===== src/rtl/ecu_pkg.sv =====
// ecu_pkg: shared definitions for the execution control unit sequencer.
//   - ecu_state_e : sequencer state encoding
//   - MAX_STG_DEF : default last legal decode stage index
//   - WDT_LIMIT   : memory watchdog trip count
//   - CNT_W       : operand byte counter width
package ecu_pkg;

    typedef enum logic [2:0] {
        ST_IDLE  = 3'd0,
        ST_OPC   = 3'd1,
        ST_OPR   = 3'd2,
        ST_EXEC  = 3'd3,
        ST_FAULT = 3'd4
    } ecu_state_e;

    localparam int unsigned MAX_STG_DEF = 7;
    localparam int unsigned WDT_LIMIT   = 255;
    localparam int unsigned CNT_W       = 2;

endpackage


===== src/rtl/ecu_seq_wdt.sv =====
// ecu_seq_wdt: memory watchdog for ecu_seq.
// Counts cycles in which a byte request is outstanding without an ack and
// clears on ack or when the request drops.
// Ports:
//   clk  in  : clock, rising edge
//   rst  in  : asynchronous active-low reset
//   req  in  : memory request from the sequencer
//   ack  in  : memory acknowledge
//   trip out : high in the un-acked cycle that takes the count to WDT_LIMIT
module ecu_seq_wdt
    import ecu_pkg::*;
(
    input  logic clk,
    input  logic rst,
    input  logic req,
    input  logic ack,
    output logic trip
);

    logic [7:0] cnt_q;

    always_ff @(posedge clk or negedge rst) begin
        if (!rst) begin
            cnt_q <= '0;
        end else if (req && !ack) begin
            cnt_q <= cnt_q + 8'd1;
        end else begin
            cnt_q <= '0;
        end
    end

    // Tripping one count early lets the sequencer enter FAULT on the same
    // edge at which the counter reaches the limit.
    assign trip = req && !ack && (cnt_q == 8'(WDT_LIMIT - 1));

endmodule


===== src/rtl/ecu_seq.sv =====
// ecu_seq: instruction sequencer for the execution control unit.
// Fetches an opcode and up to three operand bytes over the byte-wide memory
// port, presents them to decode, then steps the stage index until retire.
// Optional feature: define ECU_SEQ_WDT_EN to enable the memory watchdog
// (sticky FAULT state after WDT_LIMIT un-acked request cycles).
// Ports:
//   clk, rst            : clock (rising) / asynchronous active-low reset
//   run                 : start/continue fetching
//   pc / pc_inc         : current PC in / advance pulse out (one per byte)
//   mem_req, mem_addr   : byte read request and address (= pc)
//   mem_rdata, mem_ack  : read data and completion
//   insn, d1, d2, d3    : registered opcode and operand bytes to decode
//   len                 : operand byte count from decode
//   is                  : decode stage index
//   stall, ex_done      : hold current stage / current stage is final
//   retire, busy, fault : final-stage pulse / not idle / watchdog fault
module ecu_seq
    import ecu_pkg::*;
#(
    parameter int unsigned AW      = 16,
    parameter int unsigned MAX_STG = MAX_STG_DEF
) (
    input  logic             clk,
    input  logic             rst,
    input  logic             run,
    input  logic [AW-1:0]    pc,
    output logic             pc_inc,
    output logic             mem_req,
    output logic [AW-1:0]    mem_addr,
    input  logic [7:0]       mem_rdata,
    input  logic             mem_ack,
    output logic [7:0]       insn,
    output logic [7:0]       d1,
    output logic [7:0]       d2,
    output logic [7:0]       d3,
    input  logic [CNT_W-1:0] len,
    output logic [2:0]       is,
    input  logic             stall,
    input  logic             ex_done,
    output logic             retire,
    output logic             busy,
    output logic             fault
);

    ecu_state_e       state_q, state_d;
    logic [CNT_W-1:0] cnt_q;
    logic [2:0]       is_d;
    logic             load_opc;
    logic             load_opr;
    logic             wdt_trip;

`ifdef ECU_SEQ_WDT_EN
    ecu_seq_wdt u_wdt (
        .clk  (clk),
        .rst  (rst),
        .req  (mem_req),
        .ack  (mem_ack),
        .trip (wdt_trip)
    );
    assign fault = (state_q == ST_FAULT);
`else
    assign wdt_trip = 1'b0;
    assign fault    = 1'b0;
`endif

    assign mem_addr = pc;
    assign busy     = (state_q != ST_IDLE);

    always_ff @(posedge clk or negedge rst) begin
        if (!rst) begin
            state_q <= ST_IDLE;
        end else begin
            state_q <= state_d;
        end
    end

    always_comb begin
        state_d  = state_q;
        is_d     = is;
        mem_req  = 1'b0;
        pc_inc   = 1'b0;
        retire   = 1'b0;
        load_opc = 1'b0;
        load_opr = 1'b0;
        case (state_q)
            ST_IDLE: begin
                if (run) state_d = ST_OPC;
            end
            ST_OPC: begin
                mem_req = 1'b1;
                if (mem_ack) begin
                    pc_inc   = 1'b1;
                    load_opc = 1'b1;
                    state_d  = ST_OPR;
                end else if (wdt_trip) begin
                    state_d = ST_FAULT;
                end
            end
            ST_OPR: begin
                if (cnt_q != len) begin
                    mem_req = 1'b1;
                    if (mem_ack) begin
                        pc_inc   = 1'b1;
                        load_opr = 1'b1;
                    end else if (wdt_trip) begin
                        state_d = ST_FAULT;
                    end
                end else begin
                    is_d    = '0;
                    state_d = ST_EXEC;
                end
            end
            ST_EXEC: begin
                // stall outranks ex_done and the forced retire at MAX_STG
                if (!stall) begin
                    if (ex_done || (is == 3'(MAX_STG))) begin
                        retire  = 1'b1;
                        is_d    = '0;
                        state_d = run ? ST_OPC : ST_IDLE;
                    end else begin
                        is_d = is + 3'd1;
                    end
                end
            end
            ST_FAULT: begin
                state_d = ST_FAULT;
            end
            default: begin
                state_d = ST_IDLE;
            end
        endcase
    end

    always_ff @(posedge clk or negedge rst) begin
        if (!rst) begin
            insn  <= '0;
            d1    <= '0;
            d2    <= '0;
            d3    <= '0;
            cnt_q <= '0;
            is    <= '0;
        end else begin
            is <= is_d;
            if (load_opc) begin
                insn  <= mem_rdata;
                d1    <= '0;
                d2    <= '0;
                d3    <= '0;
                cnt_q <= '0;
            end else if (load_opr) begin
                case (cnt_q)
                    2'd0:    d1 <= mem_rdata;
                    2'd1:    d2 <= mem_rdata;
                    default: d3 <= mem_rdata;
                endcase
                cnt_q <= cnt_q + 2'd1;
            end
        end
    end

endmodule


===== config.mk =====
export PLATFORM = sky130hd
export DESIGN_NAME = ecu_seq
export DESIGN_NICKNAME = d
export VERILOG_FILES = /design/src/rtl/ecu_pkg.sv /design/src/rtl/ecu_seq_wdt.sv /design/src/rtl/ecu_seq.sv
export SDC_FILE = /design/constraint.sdc
export NUM_CORES = 1
export LEC_CHECK = 0
export CAP_MARGIN = 40
export CORE_AREA = 2 2 72 74
export CTS_CLUSTER_SIZE = 24
export DETAILED_ROUTE_END_ITERATION = 8
export DIE_AREA = 0 0 74 76
export GPL_TIMING_DRIVEN = 1
export MAX_ROUTING_LAYER = met4
export PLACE_DENSITY_LB_ADDON = 0.3
export SLEW_MARGIN = 15
export SYNTH_ARGS = -nofsm -noshare
export SYNTH_HDL_FRONTEND = slang
export SYNTH_SLANG_ARGS = --single-unit

===== constraint.sdc =====
create_clock -name clk -period 1.7 [get_ports clk]
set_input_delay 0.34 -clock clk [delete_from_list [all_inputs] [get_ports clk]]
set_output_delay 0.34 -clock clk [all_outputs]
set_load 0.01 [all_outputs]

Word level (Yosys, flattened, before mapping)

Index checks and enable logic that the tools add are counted.
Widths: inputs -> output; s select.

Bits of input ports: 32
Bits in registers: 40
Output and inout bits: 56

Reduce and logical (&&, ||, !) cells: 14
Muxes and demuxes: 32
Equality and inequality tests: 13
Add/subtract/negate cells: 2

Operator list:

| kind                | count |
|---|---|
| $mux 8              | 9 |
| $mux 3              | 8 |
| $pmux 3 s5          | 1 |
| $ne 2x2->1 const B  | 5 |
| $mux 1              | 9 |
| $reduce_bool 2->1   | 4 |
| $eq 3x2->1 const B  | 2 |
| $eq 3x3->1 const B  | 2 |
| $pmux 3 s2          | 1 |
| $reduce_and 2->1    | 3 |
| $reduce_and 5->1    | 1 |
| $mux 2              | 2 |
| $pmux 1 s2          | 2 |
| $add 3x1->3 const B | 1 |
| $eq 3x1->1 const B  | 1 |
| $logic_not 3->1     | 1 |
| $reduce_and 3->1    | 1 |
| $reduce_bool 3->1   | 1 |
| $add 2x1->2 const B | 1 |
| $eq 2x1->1 const B  | 1 |
| $logic_not 2->1     | 1 |
| $ne 2x1->1 const B  | 1 |
| $ne 2x2->1          | 1 |
| $reduce_or 2->1     | 1 |
| $logic_or 1x1->1    | 1 |

Depth between registers and ports, before layout

Gate-level depths: netlist (run 1).

Depth after elaboration: 5
Mapped depth: 6
Gate-level depth less buffers: 5

Least setup slack after synthesis (run 1)

OpenSTA, ideal clock, no wires.

Path kind: reg2out
Start point: register state_q[2]
End point: output port pc_inc
Arrival: 1178 ps
Data required time: 1360 ps
Stages on the path, launching flop included: 6
Slack: 182 ps
Cells stage by stage: dfrtp_1 > nor2b_1 > buf_2 > nand2_1 > clkbuf_1 > nand2_1

Longest elaborated chain between the ends: 2
Elaborated cells on any way between the ends: 3

RTL lines:

| element                                  | RTL line      | source |
|---|---|---|
| start: declaration                       | ecu_seq.sv:45 | `ecu_state_e state_q, state_d;` |
| start signal: assignment                 | ecu_seq.sv:73 | `state_q <= state_d;` |
| $eq 3x2->1 or $eq 3x1->1 (tied branches) | ecu_seq.sv:85 | `case (state_q)` |
| $pmux 1 s2 (*)                           | ecu_seq.sv:85 |  |
| end: declaration                         | ecu_seq.sv:27 | `output logic pc_inc,` |

Mark *: on every way between the ends. The rest lies on a longest branch, timed or not.

Worst setup path after layout (run 1)

Start point: input port mem_ack
End point: output port pc_inc

Longest elaborated chain between the ends: 3

RTL lines:

| element            | RTL line                      | source |
|---|---|---|
| start: declaration | ecu_seq.sv:31                 | `input logic mem_ack,` |
| $mux 1 (*)         | ecu_seq.sv:91, ecu_seq.sv:102 |  |
| $mux 1             | ecu_seq.sv:100                | `if (cnt_q != len) begin` |
| $pmux 1 s2 (*)     | ecu_seq.sv:85                 |  |

Marks and branches as above.

==> flow_metrics.env, run 1 <==
export IMPL_nets=297
export IMPL_powerDensity_nw_per_um2=1680
export IMPL_top_layer="met4"
export IMPL_fp_dieH_um=76
export IMPL_clk_pin_slew_ns=0.08
export IMPL_critPathRequiredTime_ns=1.36
export IMPL_dr_wl_met2_um=2150
export IMPL_dr_pass1_iters=4
export IMPL_grt_total_usage_pct=17.3
export IMPL_netlist_area_um2=1990
export IMPL_drive_gt1_share_pct=22.5
export IMPL_cts_tree="yes"
export IMPL_fp_row_count=26
export IMPL_sw_frac_of_total_pct=35.6
export IMPL_cp_end_kind="output pin"
export IMPL_cp_common_cell="nand2_1"
export IMPL_synth_seq_cells=40
export IMPL_dr_total_vias=1544
export IMPL_cp_slowest_cell="clkdlybuf4s50_1"
export IMPL_grt_start_max_net_pins=42
export IMPL_cts_buffers=5
export IMPL_synth_net_count=230
export IMPL_setup_viol=0
export IMPL_rsz0062_at_grt="yes"
export IMPL_intPower_mw=3.08
export IMPL_hpwlAfterDp_um=2870
export IMPL_finalMaxSlewViolations=0
export IMPL_timing_rr_start="cnt_q[1]$_DFFE_PN0P_"
export IMPL_cp_data_arrival_time_ns=1.35
export IMPL_report_final_hold_viol_count=0
export IMPL_clock_latency_ns=0.29
export IMPL_peakVddDrop_mv=0.889
export IMPL_io_buffers=54
export IMPL_combPwrFrac_pct=51.1
export IMPL_fp_dieW_um=74
export IMPL_cp_num_cells=5
export IMPL_startpoint="mem_ack"
export IMPL_routed_wl_um=4350
export IMPL_startpoint_type="input port"
export IMPL_fin_crit_sh_pct=99.5
export IMPL_r2r_setup_slack_ns=0.12
export IMPL_clockBufferDepth=2
export IMPL_cp_max_fo=3
export IMPL_clock_skew_ns=0.00409
export IMPL_crit_family="buffers and inverters"
export IMPL_dieArea_um2=5620
export IMPL_drtAntennaViolNets=0
export IMPL_routedWlPerCell_um=13.1
export IMPL_coreArea_um2=4910
export IMPL_finalWeightedCongestion=0.844
export IMPL_gr_total_overflow=0
export IMPL_worstReg2RegEnd="d3[3]$_DFFE_PN0P_"
export IMPL_pin_count=88
export IMPL_leakagePower_nw=1.49
export IMPL_yosys_warnings=0
export IMPL_worstRegToRegCells=7
export IMPL_wl_met1_um=1910
export IMPL_layout_cells_non_filler=332
export IMPL_cts_root_buf="clkbuf_8"
export IMPL_antenna_found_initial=0
export IMPL_htree_num_levels=2
export IMPL_grt_pass1_vias=1659
export IMPL_endpoint="pc_inc"
export IMPL_fmax_mhz=591
export IMPL_yosysSeqAreaShare_pct=50.3
export IMPL_pwr_share_clk_pct=16.4
export IMPL_worstSetupPathType="in2out"
export IMPL_cap_violations=0
export IMPL_setup_tns_final_ns=0
export IMPL_start_util_pct=40.5
export IMPL_fillers=424
export IMPL_crit_buf_inv=2
export IMPL_hold_path_class="reg2reg"
export IMPL_via_per_inst=4.65
export IMPL_power_switching_mw=1.70
export IMPL_avgSynthCellArea_um2=10.3
export IMPL_synthCells=194
export IMPL_worstPathCellList="clkdlybuf4s50_1 -> nor2b_2 -> nand2_1 -> nand2_1 -> buf_2"
export IMPL_ys_types=28
export IMPL_n_antenna_cell=0
export IMPL_clock_sinks=40
export IMPL_status="complete, no violations"
export IMPL_seqPwrFrac_pct=32.5
export IMPL_route_met3_wl_um=251
export IMPL_drtIter0Drc=61
export IMPL_grt_pass1_wl_um=7480
export IMPL_post_route_drc_count=0
export IMPL_syn2layout_area_growth_pct=43.1
export IMPL_cpPeakStageDelay_ns=0.50
export IMPL_place_inst=316
export IMPL_min_period_ns=1.69
==> worst min-delay path by stage <==
| stage | end | startpoint | slack, ns | cells past startpoint |
|---|---|---|---|---|
| after detailed placement | is[2]$_DFFE_PN0P_ | rst | 0.29 | 1 |
| after floorplan | cnt_q[0]$_DFFE_PN0P_ | rst | 0.04 | 0 |
| after global routing | insn[0]$_DFFE_PN0P_ | insn[0]$_DFFE_PN0P_ | 0.51 | 2 |
| final | insn[2]$_DFFE_PN0P_ | insn[2]$_DFFE_PN0P_ | 0.48 | 2 |
| after global placement | is[2]$_DFFE_PN0P_ | rst | 0.29 | 1 |
| after CTS | insn[7]$_DFFE_PN0P_ | insn[7]$_DFFE_PN0P_ | 0.49 | 2 |
==> sequential cells by signal, indices dropped and copies added, names as in the netlist <==
register  flops
d3            8
cnt_q         2
d2            8
d1            8
is            3
insn          8
state_q       3
==> metrics by stage <==
stage | hold slack, ns | area, um2 | setup slack [ns] | utilization [%] | power, mW
2_1_floorplan | 0.0444 | 1990 | 0.182 | - | 2.73
3_3_place_gp | 0.293 | 2620 | -0.512 | 53.3 | 3.88
3_5_place_dp | 0.290 | 2620 | -0.516 | 53.3 | 3.92
4_1_cts | 0.492 | 2820 | -0.0367 | 57.4 | 4.79
5_1_grt | 0.510 | 2850 | -0.0820 | 57.9 | 5.16
6_report | 0.485 | 2850 | 0.00770 | 57.9 | 4.79
==> worst reg2reg max path, stage by stage, from the launching register on <==
cell     delay, ns
dfrtp_1       0.39
buf_4         0.12
buf_4         0.09
inv_1         0.04
ha_1          0.23
nor2_2        0.17
nand4_4       0.22
mux2i_1       0.19
==> power groups by stage <==
stage	logic, mW	registers [mW]	clock network [mW]
2_1_floorplan	1.02	1.70	0
5_1_grt	2.70	1.62	0.845
6_report	2.44	1.56	0.785
3_3_place_gp	2.32	1.56	0
3_5_place_dp	2.36	1.56	0
4_1_cts	2.42	1.56	0.810
==> cells in the mapped netlist, drive strengths merged <==
master,number,area share (%)
dfrtp,40,50
inv,12,2.3
a21oi,3,1.3
a31oi,1,0.31
nor2,7,1.3
nand2b,1,0.31
conb,1,0.19
xnor2,2,0.88
mux2i,25,13
ha,4,2.5
o21ai,12,3.0
nor4b,1,0.44
or3,1,0.31
nand4,4,3.5
nor3,1,0.25
buf,23,7.9
o22ai,2,0.63
nor2b,4,1.3
clkbuf,2,0.38
o32ai,1,0.44
nand3,2,0.50
a22oi,2,0.75
nor3b,1,0.38
nand2,41,7.7
a211o,1,0.44
==> layout by cell type (no fill, tap or decap), drive strengths merged, types with 2 or more instances in the layout <==
cell           count
nand2             41
clkdlybuf4s50     45
o22ai              2
inv               12
dfrtp             40
o21ai             12
ha                 4
clkinv             2
dlymetal6s2s       2
a21oi              3
xnor2              2
mux2i             25
buf               35
a22oi              2
nand4              4
nor2b              4
dlygate4sd2        2
nor2               7
clkbuf             5
nand3              2
==> final cells by class <==
type,count,area (um2),share of cell area (%)
flip-flops and latches,40,1000,35.2
multi-input cells,117,843,29.6
repair buffers,85,753,26.5
well taps,70,87.6,3.08
clock buffers,5,68.8,2.42
clock inverters,3,47.5,1.67
inverters,12,45.0,1.58
==> metal layers <==
layer | track usage (%) | vias up
met4 | 6.18 | 0
met5 | - | -
li1 | - | 763
met1 | 21.4 | 735
met3 | 4.50 | 7
met2 | 27.2 | 39
==> logic make-up (layout without fill, tap and decap cells) <==
family | count (synthesis) | in the layout | synth area share [%]
XOR/XNOR | 2 | 2 | 0.881
buffers and inverters | 37 | 105 | 10.6
adder cells (fa/ha/maj) | 4 | 4 | 2.52
AND/OR/NAND/NOR | 63 | 63 | 16.0
multiplexers | 25 | 25 | 12.6
AO/OA/AOI/OAI | 22 | 22 | 6.92
flip-flops | 40 | 40 | 50.3
other | 1 | 1 | 0.188
==> what timing repair did <==
action / in CTS / in global routing
pin swaps: 6 / 7
endpoints found under the setup margin: 4 / 24
hold buffers: 1 / 0
gates resized for setup: 28 / 8
endpoints found under the hold margin: 16 / 0
buffers inserted: 7 / 3
No activity file was read; power rests on OpenSTA's default activity.
==> run 2, diff against run 1 <==
--- a/config.mk
+++ b/config.mk
@@ -6,10 +6,11 @@
 export NUM_CORES = 1
 export LEC_CHECK = 0
 export CAP_MARGIN = 40
-export CORE_AREA = 2 2 72 74
+export CORE_AREA = 2 2 60 62
 export CTS_CLUSTER_SIZE = 24
 export DETAILED_ROUTE_END_ITERATION = 8
-export DIE_AREA = 0 0 74 76
+export DIE_AREA = 0 0 62 64
+export DONT_BUFFER_PORTS = 1
 export GPL_TIMING_DRIVEN = 1
 export MAX_ROUTING_LAYER = met4
 export PLACE_DENSITY_LB_ADDON = 0.3
==> run 2 against run 1 <==
Net effect:
- the run now ends with negative setup slack left
- critical path depth unchanged
- die area fell by 29%
- sequential share of layout area increased by 11 points
- critical path type is now reg2out
- register-to-register slack got worse by 0.11 ns
- via count shrank 14%
==> flow_metrics.env, run 2 (synthesis results as in run 1) <==
export IMPL_finalWeightedCongestion=0.815
export IMPL_min_period_ns=1.79
export IMPL_io_buffers=0
export IMPL_drtAntennaViolNets=0
export IMPL_routed_wl_um=4210
export IMPL_cts_buffers=5
export IMPL_total_power_mw=3.76
export IMPL_start_util_pct=60.6
export IMPL_syn2layout_area_growth_pct=9.75
export IMPL_grt_pass1_vias=1401
export IMPL_fp_dieH_um=64
export IMPL_hold_path_class="in2reg"
export IMPL_coreArea_um2=3280
export IMPL_htree_num_levels=2
export IMPL_finalMaxSlewViolations=0
export IMPL_cp_data_arrival_time_ns=1.45
export IMPL_powerDensity_nw_per_um2=1720
export IMPL_n_antenna_cell=0
export IMPL_grt_start_max_net_pins=41
export IMPL_startpoint_type="flop"
export IMPL_via_per_inst=5.53
export IMPL_gr_total_overflow=0
export IMPL_hold_slack_ns=0.159
export IMPL_worstSetupPathType="reg2out"
export IMPL_dr_total_vias=1327
export IMPL_dp_slack_ns=0.0663
export IMPL_fp_dieW_um=62
export IMPL_antenna_found_initial=0
export IMPL_violations="negative setup slack"
export IMPL_clk_pin_slew_ns=0.12
export IMPL_dr_pass1_iters=4
export IMPL_fmax_mhz=557
export IMPL_report_final_hold_viol_count=0
export IMPL_cp_max_fo=4
export IMPL_grt_total_usage_pct=23.8
export IMPL_clock_latency_ns=0.36
export IMPL_fp_row_count=21
export IMPL_hpwlAfterDp_um=2780
export IMPL_cp_end_kind="output pin"
export IMPL_final_cell_mix="nand2_1, dfrtp_1, mux2i_1"
export IMPL_grt_pass1_wl_um=6580
export IMPL_drtIter0Drc=73
export IMPL_nets=229
export IMPL_status="complete, but fails checks"
export IMPL_clockBufferDepth=2
export IMPL_cts_root_buf="clkbuf_4"
export IMPL_final_core_util_pct=66.5
export IMPL_fin_crit_sh_pct=106
export IMPL_setup_viol=3
export IMPL_peakVddDrop_mv=0.891
export IMPL_pin_count=88
export IMPL_setup_ws_ns=-0.0941
export IMPL_clock_sinks=40
export IMPL_clock_skew_ns=0.00608
export IMPL_leakagePower_nw=1.16
export IMPL_dieArea_um2=3970
export IMPL_cap_violations=0
export IMPL_mostFrequentLayoutCell="nand2_1"
export IMPL_rsz0062_at_grt="yes"
export IMPL_routedWlPerCell_um=17.5
export IMPL_post_route_drc_count=0
export IMPL_drive_gt1_share_pct=24.2
export IMPL_cts_tree="yes"
export IMPL_critPathRequiredTime_ns=1.36
## run 2: repair_timing
item | 4_1_cts | 5_1_grt
gates cloned | 0 | 0
endpoints found under the setup margin | 3 | 27
pin swaps | 5 | 4
hold buffers | 2 | 0
resized for setup | 20 | 6
setup buffers | 8 | 2
hold endpoints to repair | 40 | 0
## run 2: worst paths after layout
| kind | depth (start not counted) | endpoint | slack, ns | startpoint |
|---|---|---|---|---|
| setup / recovery | 5 | pc_inc | -0.09 | cnt_q[0]$_DFFE_PN0P_ |
| setup reg to reg | 6 | d1[7]$_DFFE_PN0P_ | 0.01 | cnt_q[0]$_DFFE_PN0P_ |
| hold reg to reg | 2 | insn[7]$_DFFE_PN0P_ | 0.56 | insn[7]$_DFFE_PN0P_ |
| min in group asynchronous | 2 | insn[3]$_DFFE_PN0P_ | 0.43 | rst |
| hold / removal | 2 | d2[6]$_DFFE_PN0P_ | 0.16 | mem_rdata[6] |
| max in group asynchronous | 2 | d3[3]$_DFFE_PN0P_ | 1.06 | rst |
## run 2: cell type report
cell class                      instances  area (um2)
Sequential cell                        40        1010
Multi-Input combinational cell        117         860
Clock buffer                            6        51.3
Fill cell                             256        1100
Inverter                               12        45.0
Tap cell                               46        57.6
Clock inverter                          2        13.8
Timing Repair Buffer                   17         150
## run 2: stage by stage
stage | setup TNS, ns | instances | instance area (um2)
2_1_floorplan | 0 | 194 | 1990
3_3_place_gp | 0 | 222 | 1930
3_5_place_dp | 0 | 222 | 1930
4_1_cts | -0.166 | 240 | 2170
5_1_grt | -0.893 | 240 | 2180
6_report | -0.199 | 240 | 2180
## run 2: worst max-delay path, cell delays in order, from the launching register on
cell and delay, ns:
dfrtp_1 0.43, xnor2_2 0.18, a21oi_4 0.20, nand3_2 0.11, nand2_2 0.08, buf_6 0.10
## run 2: where the power goes
group,switching [mW],leakage [nW],internal [mW]
combinational,0.780,0.602,0.621
sequential,0.490,0.518,1.34
clock,0.330,0.0386,0.205
total,1.60,1.16,2.16
## run 2: layer usage
metal  GRT usage (%)  vias up  part of all wire [%]  wire [um]
met1            25.0      631                    37       1540
met5               -        -                     0          0
met4            15.2        0                   3.9        163
met3            6.07       24                   8.2        343
li1                -      622                     -          -
met2            38.4       50                    51       2160
==> variant 1, RTL diff (config.mk and constraints of run 2) <==
Add a define of `ECU_SEQ_WDT_EN`.
--- a/src/rtl/ecu_seq.sv
+++ b/src/rtl/ecu_seq.sv
@@ -15,4 +15,6 @@
 //   stall, ex_done      : hold current stage / current stage is final
 //   retire, busy, fault : final-stage pulse / not idle / watchdog fault
+`define ECU_SEQ_WDT_EN
+
 module ecu_seq
     import ecu_pkg::*;
Behaviour: same outputs for any inputs over 10 cycles, from zero or initial values and one cycle with rst low; that may be too few to reach the edited logic, so the function may still have changed.
==> variant 1 against run 2 <==
  * The flow still finishes with violations (negative setup slack)
  * Via count grew 38%
  * Clock power rose by 6.2%
  * Wire length up 24%
  * Area after synthesis increased by 22%
  * Sequential cell count is 8 higher
  * Setup slack better by 0.076 ns
  * Design area increased by 25%
  * Power increased by 16%
  * Non-clock buffer count grew 10
  * Count of clock-buffer cells in the layout stayed put
  * Synthesized cell count increased by 32%
  * Fmax grew 4.4%
  * Critical path type unchanged
==> variant 1: results (changes against run 2) <==
* Post-synthesis cell type count at 39 (+39%)
* Violated checks: negative setup slack
* Drt first pass iters at 4 (unchanged)
* Least-Margin Pin Slew at 0.400 ns
* Synth Warn # at 0 (unchanged)
* Via/cell ratio at 5.84 (+5.6%)
* NetSw at 1.85 mW (+15%)
* Gr usage total at 0.296 (+0.0580)
* Peak VDD IR at 1000 µV (+12%)
* Initial antenna violation count at 0 (unchanged)
* Clk pin slew, worst setup/hold paths at 0.14 ns (+0.02 ns)
* Reg2Reg Setup Slack at 0.04 ns (+0.03 ns)
* Status: finished with violations
* Placed cell area at 0.00242 mm² (+25%)
* Reg-to-Reg End: d1[3]$_DFFE_PN0P_
* Num CTS Buffers at 5 (unchanged)
* Global placer's final weighted congestion at 0.888 (+8.9%)
* Post-synthesis sequential area ratio at 0.497 (-0.00651)
* Nets at 304 (+33%)
* Critical-path maximum fanout at 3 (-1)
* Worst reg2reg path depth at 7 (+1)
* Setup Viol. Count Final at 3 (unchanged)
* HP Class: in -> reg
* R2r startpoint: cnt_q[0]$_DFFE_PN0P_
* Final WS setup at -0.0179 ns (+0.0763 ns)
* Static leakage power at 1.30 nW (+12%)
* H-tree levels at 2 (unchanged)
* Number of global-route vias before repair at 1,824 (+30%)
* Half-perimeter wire length after placement at 3300 µm (+19%)
* Pin count of the biggest net entering global routing at 49 (+20%)
* Synth top cells by count: nand2_1, dfrtp_1, o21ai_0
* Worst Setup EP: retire
* Insertion delay to the later sink of the worst-skew pair at 0.37 ns
* Net Count, Synth at 294 (+28%)
* PortBufs at 0 (unchanged)
* Number of diodes at 0 (unchanged)
* CTS max path bufs at 2 (unchanged)
* Root Buffer: clkbuf_4
* Asr flop ratio synth at 1.00 (unchanged)
* Ranking of synthesized cells by area: dfrtp_1, nand2_1, buf_4
* First-pass GRT wire length at 8360 µm (+27%)
* Routed wire length at 5200 µm (+24%)
* CP arrival at 1.38 ns (-0.07 ns)
* Max Clock Skew at 0.0127 ns (+0.00666 ns)
* CP Launch Point: is[1]$_DFFE_PN0P_
* 1st-iter DRT viols at 105 (+44%)
* Layout cells sized above 1 at 0.221 (-0.0213)
-- variant 1: changes by cell type after synthesis, sizes merged, moves of 3 or more --
cell   delta
buf       -3
nor2     +11
mux2i    -17
nand3     +3
nand2    +20
xor2      +5
inv       +3
dfrtp     +8
o21ai    +12
-- variant 1: critical path, stage by stage, from the launching register on --
cell     delay, ns
dfrtp_2       0.46
ha_2          0.20
ha_4          0.17
nor2_4        0.12
nor2_4        0.05
-- variant 1: metrics by stage --
stage / setup slack (ns) / power (mW) / utilization / TNS, ns / std cells
2_1_floorplan: 0.00989 / 3.00 / - / 0 / 256
3_3_place_gp: 0.189 / 3.35 / 0.737 / 0 / 291
3_5_place_dp: 0.141 / 3.40 / 0.737 / 0 / 291
4_1_cts: -0.0319 / 4.22 / 0.811 / -0.0869 / 309
5_1_grt: -0.0875 / 4.69 / 0.834 / -0.714 / 313
6_report: -0.0179 / 4.37 / 0.834 / -0.0341 / 313
-- variant 1: cell families after synthesis --
group / synth area share
buffers and inverters: 0.0921
AO/OA/AOI/OAI: 0.123
XOR/XNOR: 0.0290
adder cells (fa/ha/maj): 0.0310
flip-flops: 0.497
AND/OR/NAND/NOR: 0.196
multiplexers: 0.0331
-- variant 1: timing repair --
item	4_1_cts	5_1_grt
endpoints found under the setup margin	4	23
pin swaps	7	6
hold endpoints to repair	48	0
resized for setup	20	31
cloned	0	2
hold buffers	2	0
setup buffers	8	2
-- variant 1: how the worst min path moves through the flow --
stage	start	endpoint	slack [ns]	depth (start not counted)
3_3_place_gp	rst	u_wdt.cnt_q[1]$_DFF_PN0_	0.05	0
4_1_cts	mem_rdata[6]	d2[6]$_DFFE_PN0P_	0.06	2
2_1_floorplan	rst	cnt_q[0]$_DFFE_PN0P_	0.04	0
5_1_grt	mem_rdata[4]	d2[4]$_DFFE_PN0P_	0.05	2
6_report	mem_rdata[5]	d1[5]$_DFFE_PN0P_	0.07	2
3_5_place_dp	rst	u_wdt.cnt_q[7]$_DFF_PN0_	0.05	0
-- variant 1: power groups by stage --
stage               Combinational [mW]  Clock (mW)  Sequential, mW
finish                            1.77       0.568            2.03
global route                      1.97       0.624            2.10
CTS                               1.62       0.578            2.03
detailed placement                1.36           0            2.04
global placement                  1.31           0            2.04
floorplan                         1.03           0            1.97
-- variant 1: final cells by class --
cell class / instances / area, µm²
clock buffer: 6 / 51.3
fill: 184 / 546
multi-input combinational: 169 / 1090
timing repair buffer: 27 / 264
clock inverter: 2 / 15.0
sequential: 48 / 1200
tap: 46 / 57.6
inverter: 15 / 56.3
-- variant 1: per-layer routing --
metal	up-vias	global-route usage	share of wire
met5	-	-	0
met4	0	0.117	0.017
met3	14	0.0810	0.076
met2	69	0.448	0.51
met1	890	0.374	0.40
li1	854	-	-
==> variant 2, RTL diff (config.mk and constraints of run 2) <==
Without the edit above. Re-encode `ecu_state_e` (5 states) as one-hot, 5 bits wide.
--- a/src/rtl/ecu_pkg.sv
+++ b/src/rtl/ecu_pkg.sv
@@ -6,10 +6,10 @@
 package ecu_pkg;
 
-    typedef enum logic [2:0] {
-        ST_IDLE  = 3'd0,
-        ST_OPC   = 3'd1,
-        ST_OPR   = 3'd2,
-        ST_EXEC  = 3'd3,
-        ST_FAULT = 3'd4
+    typedef enum logic [4:0] {
+        ST_IDLE  = 5'b00001,
+        ST_OPC   = 5'b00010,
+        ST_OPR   = 5'b00100,
+        ST_EXEC  = 5'b01000,
+        ST_FAULT = 5'b10000
     } ecu_state_e;
 
Behaviour: no difference found for any inputs over 10 cycles, from zero or initial values and one cycle with rst low; not proved beyond that.
==> variant 2 against run 2 <==
  * Fmax decreased by 5.9%
  * Power decreased by 5.6%
  * Setup slack got worse by 0.11 ns
  * Global-route usage increased by 2.7 points
  * Design area increased by 8.1%
  * Non-clock buffer count increased by 15
  * Critical endpoint is now mem_req
  * Area after synthesis increased by 0.69%
  * Clock skew decreased by 0.0018 ns
  * Critical path depth decreased by 1
  * Core utilization increased by 5.4 points
  * Sequential cell count increased by 2
  * Count of clock-buffer cells in the layout unchanged
  * Wire length increased by 11%
  * Via count increased by 9.2%
  * Critical path type unchanged
  * The flow still finishes with violations (negative setup slack)
==> variant 2: results (changes against run 2) <==
* Status: finished with violations
* Violated checks: negative setup slack
* Global placer's final weighted congestion at 0.815 (about the same)
* Gate power share at 0.348 (-0.024)
* Post-synthesis cell count at 191 (-1.5%)
* Net Count, Synth at 227 (-1.3%)
* Routed wire per std cell at 18.5 µm (+5.4%)
* Nets at 242 (+5.7%)
* Post-synthesis sequential area ratio at 0.525 (+0.0222)
* Hold EP: d2[3]$_DFFE_PN0P_
* Max Clock Skew at 0.00427 ns (-0.00181 ns)
* Hold_sp: mem_rdata[3]
* PortBufs at 0 (unchanged)
* Pre-CTS setup slack at -0.133 ns (-0.199 ns)
* Placed cell area at 0.00205 mm² (+6.0%)
* Fill count at 231 (-9.8%)
* Setup Viol. Count Final at 15 (+12)
* NetSw at 1.26 mW (-21%)
* Static leakage power at 1.20 nW (+3.4%)
* Routed wire length at 4670 µm (+11%)
* Half-perimeter wire length after placement at 3340 µm (+20%)
* Number of global-route vias before repair at 1,537 (+9.7%)
* Asr flop ratio synth at 1.00 (unchanged)
* First-pass GRT wire length at 7410 µm (+13%)
* Post-synthesis cell type count at 37 (+32%)
* Reg-to-Reg End: state_q[3]$_DFFE_PN0P_
* Insertion delay to the later sink of the worst-skew pair at 0.34 ns (-0.02 ns)
* Peak VDD IR at 1070 µV (+20%)
* Worst reg2reg path depth at 6 (unchanged)
* Reg2Reg Setup Slack at -0.12 ns (-0.13 ns)
* Critical path startpoint category: register
* Synth top cells by count: dfrtp_1, nand2_1, nand3_1
* Layout cells sized above 1 at 0.357 (+0.115)
* Synth Area in Compound Gates at 0.0899 (+0.0208)
* Setup TNS at -1.14 ns (-0.943 ns)
* Ranking of synthesized cells by area: dfrtp_1, nand2_1, buf_4
* Worst Setup EP: mem_req
* Gr usage total at 0.266 (+0.0272)
* Number of diodes at 0 (unchanged)
* Vias post-DR at 1,449 (+9.2%)
* Pin count of the biggest net entering global routing at 43 (+4.9%)
* P_clk at 0.624 mW (+17%)
* Drt first pass iters at 6 (+2)
* Area share of fa/ha/maj cells after synthesis at 0.0250 (-0.000173)
* Multiplexer share of the synthesized area at 0.0556 (-0.0702)
* XOR/XNOR Fraction of Synth Area at 0.00874 (-0.0000605)
* 1st-iter DRT viols at 37 (-49%)
* Sequential power share at 0.476 (-0.010)
* Worst hold slack at 0.0936 ns (-0.0654 ns)
* Final WS setup at -0.206 ns (-0.112 ns)
==> variant 2: routing by layer <==
metal  vias to the layer above  track usage  wire [µm]
met5                         -            -          0
met4                         0        0.104        125
met3                        24       0.0931        324
met2                        45        0.438       2510
met1                       713        0.285       1710
li1                        667            -          -
==> variant 2: critical path, stage by stage (launching register included) <==
cell      delay, ns
dfrtp_1        0.42
xor2_1         0.15
o2111a_2       0.30
buf_6          0.12
or2_4          0.23
==> variant 2: layout make-up <==
class                   instances  area (µm²)  area share
repair buffers                 32         288       0.122
clock inverters                 2        37.5      0.0159
well taps                      46        57.6      0.0244
multi-input cells             122         871       0.369
inverters                       3        11.3     0.00477
clock buffers                   6        41.3      0.0175
flip-flops and latches         42        1050       0.447
==> variant 2: timing repair <==
action | 4_1_cts | 5_1_grt
resized for setup | 18 | 18
buffers inserted | 4 | 6
endpoints found under the hold margin | 42 | 0
gates cloned | 0 | 1
pin swaps | 4 | 6
setup endpoints to repair | 16 | 42
hold buffers | 2 | 0
